**src/rtl/cas_pkg.sv**
```systemverilog
// Shared cassette definitions: recorder FSM states and the
// nominal FSK period thresholds used by both record and playback.
package cas_pkg;

    typedef enum logic [1:0] {
        IDLE   = 2'd0,
        HUNT   = 2'd1,
        LOCKED = 2'd2
    } rec_state_t;

    localparam int         CAS_MIN_P  = 150;
    localparam int         CAS_THRESH = 560;
    localparam int         CAS_MAX_P  = 1100;
    localparam logic [7:0] CAS_SYNC   = 8'h55;

endpackage

```
**src/rtl/cassette_recorder_meter.sv**
```systemverilog
// FSK period meter: synchronises cas_in, finds rising edges and
// classifies the ce-tick period between accepted edges.
module cas_period_meter
    import cas_pkg::*;
#(
    parameter int MIN_P  = CAS_MIN_P,
    parameter int THRESH = CAS_THRESH,
    parameter int MAX_P  = CAS_MAX_P
) (
    input  logic clk,
    input  logic reset,
    input  logic ce,
    input  logic cas_in,
    output logic bit_valid,
    output logic bit_val,
    output logic gap,
    output logic timeout
);

    localparam int CW = $clog2(MAX_P + 2);
    localparam logic [CW-1:0] SAT = CW'(MAX_P + 1);
    localparam logic [CW-1:0] MINV = CW'(MIN_P);
    localparam logic [CW-1:0] THR = CW'(THRESH);
    localparam logic [CW-1:0] MAXV = CW'(MAX_P);

    logic [1:0]    sync_q;
    logic          prev_q;
    logic [CW-1:0] cnt_q, cnt_d;
    logic          rise, accept;

    assign rise    = sync_q[1] & ~prev_q;
    assign accept  = rise && (cnt_q >= MINV);
    assign bit_valid = accept && (cnt_q <= MAXV);
    assign bit_val = cnt_q < THR;
    assign gap     = accept && (cnt_q > MAXV);
    assign timeout = cnt_q == SAT;

    // Glitch edges leave the count running; accepted edges restart it.
    always_comb begin
        cnt_d = cnt_q;
        if (accept)
            cnt_d = '0;
        else if (ce && cnt_q != SAT)
            cnt_d = cnt_q + 1'b1;
    end

    // Two-flop synchroniser, edge history and period counter.
    always_ff @(posedge clk or posedge reset) begin
        if (reset) begin
            sync_q <= '0;
            prev_q <= 1'b0;
            cnt_q  <= '0;
        end else begin
            sync_q <= {sync_q[0], cas_in};
            prev_q <= sync_q[1];
            cnt_q  <= cnt_d;
        end
    end

endmodule

```
**src/rtl/cassette_recorder.sv**
```systemverilog
// Cassette record path: FSK bits to leader-aligned bytes, written
// into tape memory through a request/ack port with a bounded pointer.
module cassette_recorder
    import cas_pkg::*;
#(
    parameter int         ADDR_W    = 16,
    parameter int         MIN_P     = CAS_MIN_P,
    parameter int         THRESH    = CAS_THRESH,
    parameter int         MAX_P     = CAS_MAX_P,
    parameter logic [7:0] SYNC_BYTE = CAS_SYNC
) (
    input  logic              clk,
    input  logic              reset,
    input  logic              ce,
    input  logic              record,
    input  logic              clear,
    input  logic              cas_in,
    output logic [ADDR_W-1:0] mem_addr,
    output logic [7:0]        mem_data,
    output logic              mem_wr,
    input  logic              mem_ack,
    output logic [ADDR_W-1:0] length,
    output logic              overrun,
    output logic              locked
);

    localparam logic [ADDR_W-1:0] TOP = '1;

    logic bit_valid, bit_val, gap, timeout, lost;

    cas_period_meter #(
        .MIN_P  (MIN_P),
        .THRESH (THRESH),
        .MAX_P  (MAX_P)
    ) u_meter (
        .clk       (clk),
        .reset     (reset),
        .ce        (ce),
        .cas_in    (cas_in),
        .bit_valid (bit_valid),
        .bit_val   (bit_val),
        .gap       (gap),
        .timeout   (timeout)
    );

    assign lost = timeout | gap;

    rec_state_t        state_q, state_d;
    logic [7:0]        win_q, win_d, shifted;
    logic [2:0]        bc_q, bc_d;
    logic              emit;
    logic              wr_q, wr_d;
    logic [ADDR_W-1:0] addr_q, addr_d;
    logic [7:0]        data_q, data_d;
    logic [ADDR_W-1:0] ptr_q, ptr_d;
    logic [ADDR_W-1:0] len_q, len_d;
    logic              ovr_q, ovr_d;
    logic              full_q, full_d;
    logic              clrp_q, clrp_d;

    assign shifted = {bit_val, win_q[7:1]};

    // Framing FSM: hunt for the leader byte, then slice every 8 bits.
    always_comb begin
        state_d = state_q;
        win_d   = win_q;
        bc_d    = bc_q;
        emit    = 1'b0;
        if (!record) begin
            state_d = IDLE;
            win_d   = '0;
            bc_d    = '0;
        end else begin
            unique case (state_q)
                IDLE: state_d = HUNT;
                HUNT: begin
                    if (lost) begin
                        win_d = '0;
                        bc_d  = '0;
                    end else if (bit_valid) begin
                        win_d = shifted;
                        if (shifted == SYNC_BYTE) begin
                            emit    = 1'b1;
                            state_d = LOCKED;
                            bc_d    = '0;
                        end
                    end
                end
                LOCKED: begin
                    if (lost) begin
                        state_d = HUNT;
                        win_d   = '0;
                        bc_d    = '0;
                    end else if (bit_valid) begin
                        win_d = shifted;
                        bc_d  = bc_q + 1'b1;
                        emit  = bc_q == 3'd7;
                    end
                end
                default: state_d = IDLE;
            endcase
        end
    end

    // Write port: the ack is retired first so a same-cycle byte can
    // issue at the advanced pointer; the pointer sticks at the top.
    always_comb begin
        wr_d   = wr_q;
        addr_d = addr_q;
        data_d = data_q;
        ptr_d  = ptr_q;
        len_d  = len_q;
        ovr_d  = ovr_q;
        full_d = full_q;
        clrp_d = clrp_q;
        if (mem_ack && wr_q) begin
            wr_d = 1'b0;
            if (clrp_q || clear) begin
                ptr_d  = '0;
                len_d  = '0;
                ovr_d  = 1'b0;
                full_d = 1'b0;
                clrp_d = 1'b0;
            end else if (ptr_q == TOP) begin
                full_d = 1'b1;
                len_d  = TOP;
            end else begin
                ptr_d = ptr_q + 1'b1;
                len_d = ptr_q + 1'b1;
            end
        end else if (clear) begin
            if (wr_q) begin
                clrp_d = 1'b1;
            end else begin
                ptr_d  = '0;
                len_d  = '0;
                ovr_d  = 1'b0;
                full_d = 1'b0;
            end
        end
        if (emit) begin
            if (!wr_d && !full_d) begin
                wr_d   = 1'b1;
                addr_d = ptr_d;
                data_d = shifted;
            end else begin
                ovr_d = 1'b1;
            end
        end
    end

    // State and write-port registers.
    always_ff @(posedge clk or posedge reset) begin
        if (reset) begin
            state_q <= IDLE;
            win_q   <= '0;
            bc_q    <= '0;
            wr_q    <= 1'b0;
            addr_q  <= '0;
            data_q  <= '0;
            ptr_q   <= '0;
            len_q   <= '0;
            ovr_q   <= 1'b0;
            full_q  <= 1'b0;
            clrp_q  <= 1'b0;
        end else begin
            state_q <= state_d;
            win_q   <= win_d;
            bc_q    <= bc_d;
            wr_q    <= wr_d;
            addr_q  <= addr_d;
            data_q  <= data_d;
            ptr_q   <= ptr_d;
            len_q   <= len_d;
            ovr_q   <= ovr_d;
            full_q  <= full_d;
            clrp_q  <= clrp_d;
        end
    end

    assign mem_wr   = wr_q;
    assign mem_addr = addr_q;
    assign mem_data = data_q;
    assign length   = len_q;
    assign overrun  = ovr_q;
    assign locked   = state_q == LOCKED;

endmodule
```
**config.mk**
```make
export PLATFORM = sky130hd
export DESIGN_NAME = cassette_recorder
export DESIGN_NICKNAME = d
export VERILOG_FILES = /design/src/rtl/cas_pkg.sv /design/src/rtl/cassette_recorder_meter.sv /design/src/rtl/cassette_recorder.sv
export SDC_FILE = /design/constraint.sdc
export NUM_CORES = 1
export LEC_CHECK = 0
export ABC_AREA = 1
export CAP_MARGIN = 20
export CORE_MARGIN = 1.5
export CORE_UTILIZATION = 55
export DETAILED_ROUTE_END_ITERATION = 10
export MAX_ROUTING_LAYER = met4
export PLACE_DENSITY = 0.89
export SYNTH_ARGS = -nofsm -noshare
export SYNTH_HDL_FRONTEND = slang
export SYNTH_SLANG_ARGS = --single-unit
```
**constraint.sdc**
```tcl
create_clock -name clk -period 8.7 [get_ports clk]
set_clock_uncertainty 0.15 [all_clocks]
set_input_delay 1.74 -clock clk [delete_from_list [all_inputs] [get_ports clk]]
set_output_delay 1.74 -clock clk [all_outputs]
set_load 0.05 [all_outputs]
```
==> After elaboration in Yosys (flattened, before gate mapping) <==
Index checks and enable logic that the tools add are counted.
{ "totals": {"in_bits": 7, "word_cells": 117, "regBits": 87, "output_inout_bits": 43} }
{ "op_classes": {"bitwise": 3, "eq_ne": 19, "n_addsub": 3, "magnitude_cmp": 4, "n_mux": 54, "n_reduce_logical": 20} }
{ "op_table": {"columns": ["operator", "n"], "rows": [
  ["$mux 16", 10],
  ["$mux 8", 4],
  ["$mux 1", 24],
  ["$mux 11", 2],
  ["$mux 3", 6],
  ["$add 16x1->16 const B", 1],
  ["$eq 16x16->1 const B", 1],
  ["$add 11x1->11 const B", 1],
  ["$eq 11x11->1 const B", 1],
  ["$ge 11x8->1 const B", 1],
  ["$gt 11x11->1 const B", 1],
  ["$le 11x11->1 const B", 1],
  ["$lt 11x10->1 const B", 1],
  ["$ne 11x11->1 const B", 1],
  ["$mux 2", 5],
  ["$ne 3x3->1 const B", 3],
  ["$eq 8x7->1 const B", 1],
  ["$ne 4x4->1 const B", 2],
  ["$reduce_and 4->1", 2],
  ["$logic_and 1x1->1", 6],
  ["$ne 3x1->1 const B", 2],
  ["$pmux 2 s3", 1],
  ["$pmux 3 s2", 1],
  ["$reduce_and 2->1", 3],
  ["18 further kinds", 22]
]} }

==> Depth between registers and ports, before layout <==
{ "depth": {"ltp_word": 9, "ltp_mapped": 17, "mapped_depth_nobuf": 17} }

==> Cells and area by module <==
From an unflattened synthesis, not the netlist that was laid out.
{ "hier_totals": {"cells_unflattened": 573, "area_unflattened_um2": 4548.1} }
{ "modules_own_cells": {"columns": ["module", "n_inst", "area_per_inst_um2", "cells_each", "seq_area_each_um2"], "rows": [
  ["cassette_recorder", 1, 3540.9, 423, 1801.7],
  ["cas_period_meter", 1, 1007.2, 150, 350.3]
]} }

==> Worst setup path after synthesis <==
OpenSTA, ideal clock, no wires.
{ "synth_path": {"path_type": "input to register", "from": "in mem_ack", "to": "reg addr_q[10], in the netlist mem_addr[10]", "stages": 11, "path_slack_ns": 5.565, "t_arrival_ns": 2.867, "setup_ns": 0.119, "path_cell_list": "nand2_1 > inv_1 > nand2_1 > inv_2 > nand4_4 > nand2_4 > nor2_4 > nand3_4 > buf_12 > nand2_2 > nand2_1"} }
{ "synth_between": {"elab_chain_len": 5} }
{ "synth_rtl": {"columns": ["element", "line_no", "source"], "rows": [
  ["start, declared", "cassette_recorder.sv:21", "input logic mem_ack,"],
  ["$logic_and 1x1->1", "cassette_recorder.sv:116", "if (mem_ack && wr_q) begin"],
  ["$mux 1", "cassette_recorder.sv:116", null],
  ["via full_d", "cassette_recorder.sv:58", "logic full_q, full_d;"],
  ["$logic_not 1->1", "cassette_recorder.sv:142", "if (!wr_d && !full_d) begin"],
  ["$logic_and 1x1->1", "cassette_recorder.sv:142", null],
  ["$reduce_and 2->1 (no source line)", null, null],
  ["end signal, assigned", "cassette_recorder.sv:171", "addr_q <= addr_d;"],
  ["end, declared", "cassette_recorder.sv:53", "logic [ADDR_W-1:0] addr_q, addr_d;"]
]} }
The timed path passes the listed nets, and every way through them passes these cells.
A chain may end at the register's enable or synchronous reset.

==> Final worst setup path <==
{ "layout_path": {"from": "in clear", "to": "reg data_q[4], in the netlist mem_data[4]"} }
{ "layout_between": {"elab_chain_len": 6} }
{ "layout_rtl": {"columns": ["element", "line_no", "source"], "rows": [
  ["start, declared", "cassette_recorder.sv:16", "input logic clear,"],
  ["$logic_or 1x1->1", "cassette_recorder.sv:118", "if (clrp_q || clear) begin"],
  ["$mux 1", "cassette_recorder.sv:118", null],
  ["$mux 1 *", "cassette_recorder.sv:116", null],
  ["via full_d", "cassette_recorder.sv:58", null],
  ["$logic_not 1->1 *", "cassette_recorder.sv:142", null],
  ["$logic_and 1x1->1 *", "cassette_recorder.sv:142", null],
  ["$reduce_and 2->1 (no source line) *", null, null],
  ["end signal, assigned", "cassette_recorder.sv:172", "data_q <= data_d;"],
  ["end, declared", "cassette_recorder.sv:54", "logic [7:0] data_q, data_d;"]
]} }
The timed path passes the listed nets; every way through them passes the cells marked *.

==> flow_metrics.tcl <==
set metrics [dict create \
    synth-seq-cells 86 \
    first_pass_iters 5 \
    routed_wl_mm 9.904 \
    design_area_um2 5223 \
    detail_route.wl_per_cell_um 14.37 \
    p_leak_nw 2.668 \
    ios 50 \
    hold_viol 0 \
    grt_pass1_vias 3678 \
    path_max_fanout 26 \
    worst_pin_slew_ns 0.5950 \
    cts_setup_buffers 0 \
    drive_gt1_share_pct 10.22 \
    dp_hpwl_mm 6.987 \
    path_clk_slew_ns 0.08 \
    ir_drop_mv 0.1421 \
    fin_setup_tns_ns 0 \
    required_ns 8.80 \
    ys_warn_count 0 \
    dieWidth_um 92.67 \
    start_util_pct 56.93 \
    coreArea_um2 7767 \
    drt_iter0_drc 271 \
    rsz0062_at_grt "no" \
    mostFrequentLayoutCell "nand2_1" \
    yosysSeqAreaShare_pct 48.67 \
    final_antenna_net_count 0 \
    syn_area_um2 4422 \
    antenna_found_initial 0 \
    yosysUniqueCellTypes 37 \
    grt.total_usage_pct 25.11 \
    clock_latency_ns 0.36 \
    holdBufCountCts 0 \
    avgSynthCellArea_um2 8.312 \
    rows 32 \
    worst-r2r-setup-slack_ns 6.00 \
    crit_path_end_kind "flop" \
    grt_max_degree 87 \
    postPlaceCellArea_um2 4972 \
    cts.sinks 86 \
    crit_type "primary input to flop" \
    ys.flop_type "dfrtp_1" \
    min_period_ns 4.123 \
    finalNetCount 600 \
    async_flop_share_pct 100.0 \
    cts-root-buf "clkbuf_8" \
    setup_viol 0 \
    synth_edf_count 0 \
    die_area_um2 8587 \
    cts_buffers 9 \
    fin_crit_sh_pct 47.39 \
    netlist_instances 532 \
    slew_headroom_pct 60.24 \
    maxSlewViolCount 0 \
    mostFrequentLayoutCells "nand2_1, dfrtp_1, inv_1, clkdlybuf4s50_1, nand3_1" \
    gp_congestion 0.9671 \
    cap_viol_max_count 0 \
    fmax_mhz 242.6 \
    via_count 3820 \
    post_drt_via_cell_ratio 5.544 \
    ctsResizeCount 0 \
    cts_tree "done" \
    clockBufferDepth 2 \
    grt.overflow.total 0 \
    synth.net_count 550 \
    cp-start-kind "primary input" \
    antenna_cells 0 \
    pwr_density_cell_nw_per_um2 179.2 \
    min_path_type "flop to flop" \
    cts_htree_levels 3 \
    grt_pass1_wl_mm 16.55 \
    drc 0 \
    syn2layout_area_growth_pct 18.11 \
    die_h_um 92.67 \
    io_buffers 49 \
    fillers 610 \
    status "completed" \
    crit_arrival_ns 4.22 \
]
area by class of cell:
class	instances	area (um^2)	area share [%]
Clock buffer	10	127.6	2.444
Clock inverter	6	95.09	1.821
Inverter	58	221.5	4.241
Multi-Input combinational cell	375	1966	37.64
Sequential cell	86	2152	41.21
Tap cell	102	127.6	2.444
Timing Repair Buffer	52	533.0	10.21
stage by stage:
stage	util, %	hold slack [ns]	instances	power (mW)	setup slack [ns]
after global routing	67.24	0.2117	689	0.9867	4.398
final	67.24	0.2073	689	0.9357	4.578
after CTS	66.88	0.2084	688	0.9390	4.626
after global placement	64.01	0.1857	672	0.6161	4.351
after floorplan	-	0.1812	532	0.5870	4.588
after detailed placement	64.01	0.1903	672	0.6272	4.257
cells by family (layout without fill, tap and decap cells):
logic type | Yosys count | in the layout | synth area share (%)
AND/OR/NAND/NOR | 311 | 311 | 33.87
AO/OA/AOI/OAI | 47 | 47 | 6.197
adder cells (fa/ha/maj) | 11 | 11 | 3.113
flip-flops | 86 | 86 | 48.67
XOR/XNOR | 6 | 6 | 1.188
buffers and inverters | 71 | 126 | 6.961
state kept, by name, summed over array words and instances (netlist names):
signal and count:
overrun 1, mem_data 8, ptr_q 16, length 16
full_q 1, clrp_q 1, mem_addr 16, bc_q 3
mem_wr 1, state_q 2, u_meter.sync_q 2, u_meter.prev_q 1
u_meter.cnt_q 11, win_q 7
cells in the mapped netlist, drive strengths merged, types with 2 or more instances:
master	n	share of area (%)
nand2	180	17
nor3b	3	0.51
dfrtp	86	49
o21a	2	0.34
o21ai	29	3.3
o211ai	3	0.51
a21oi	8	1.2
inv	58	5.0
ha	11	3.1
nand3b	2	0.34
nand3	43	5.8
xor2	4	0.79
nand4	33	5.0
nor2	39	4.3
o31ai	2	0.34
nor3	11	1.2
xnor2	2	0.40
buf	12	1.9
worst max-delay path, cell delays in order:
cell and delay [ns]:
clkdlybuf4s50_1 0.53, nor2_2 0.09, nand2_1 0.23, inv_2 0.17, nand4_4 0.25, nand2_4 0.09, nor2_4 0.48, nand3_4 0.40
nand2_1 0.18, nand2_1 0.06
power breakdown:
group          leakage [nW]  internal (mW)  switching [mW]
clock                 0.111          0.164           0.148
combinational          1.38         0.0577           0.114
sequential             1.17          0.424          0.0283
total                  2.67          0.646           0.290
path summary, 6_finish.rpt:
kind	startpoint	endpoint	depth (start not counted)
worst max-delay path	clear	mem_data[4]	10
worst min-delay path	u_meter.sync_q[0]	u_meter.sync_q[1]	0
worst max register to register	mem_wr	mem_data[4]	10
worst min register to register	u_meter.sync_q[0]	u_meter.sync_q[1]	0
max in group asynchronous	reset	mem_data[2]	4
min in group asynchronous	reset	mem_addr[10]	3
routing by layer:
metal | routed length [um] | global-route usage [%]
met5 | 0 | -
met4 | 299 | 11.87
met3 | 479 | 4.433
met2 | 4794 | 39.46
met1 | 4331 | 31.73
Note: power is estimated with default switching activity, not from simulation.
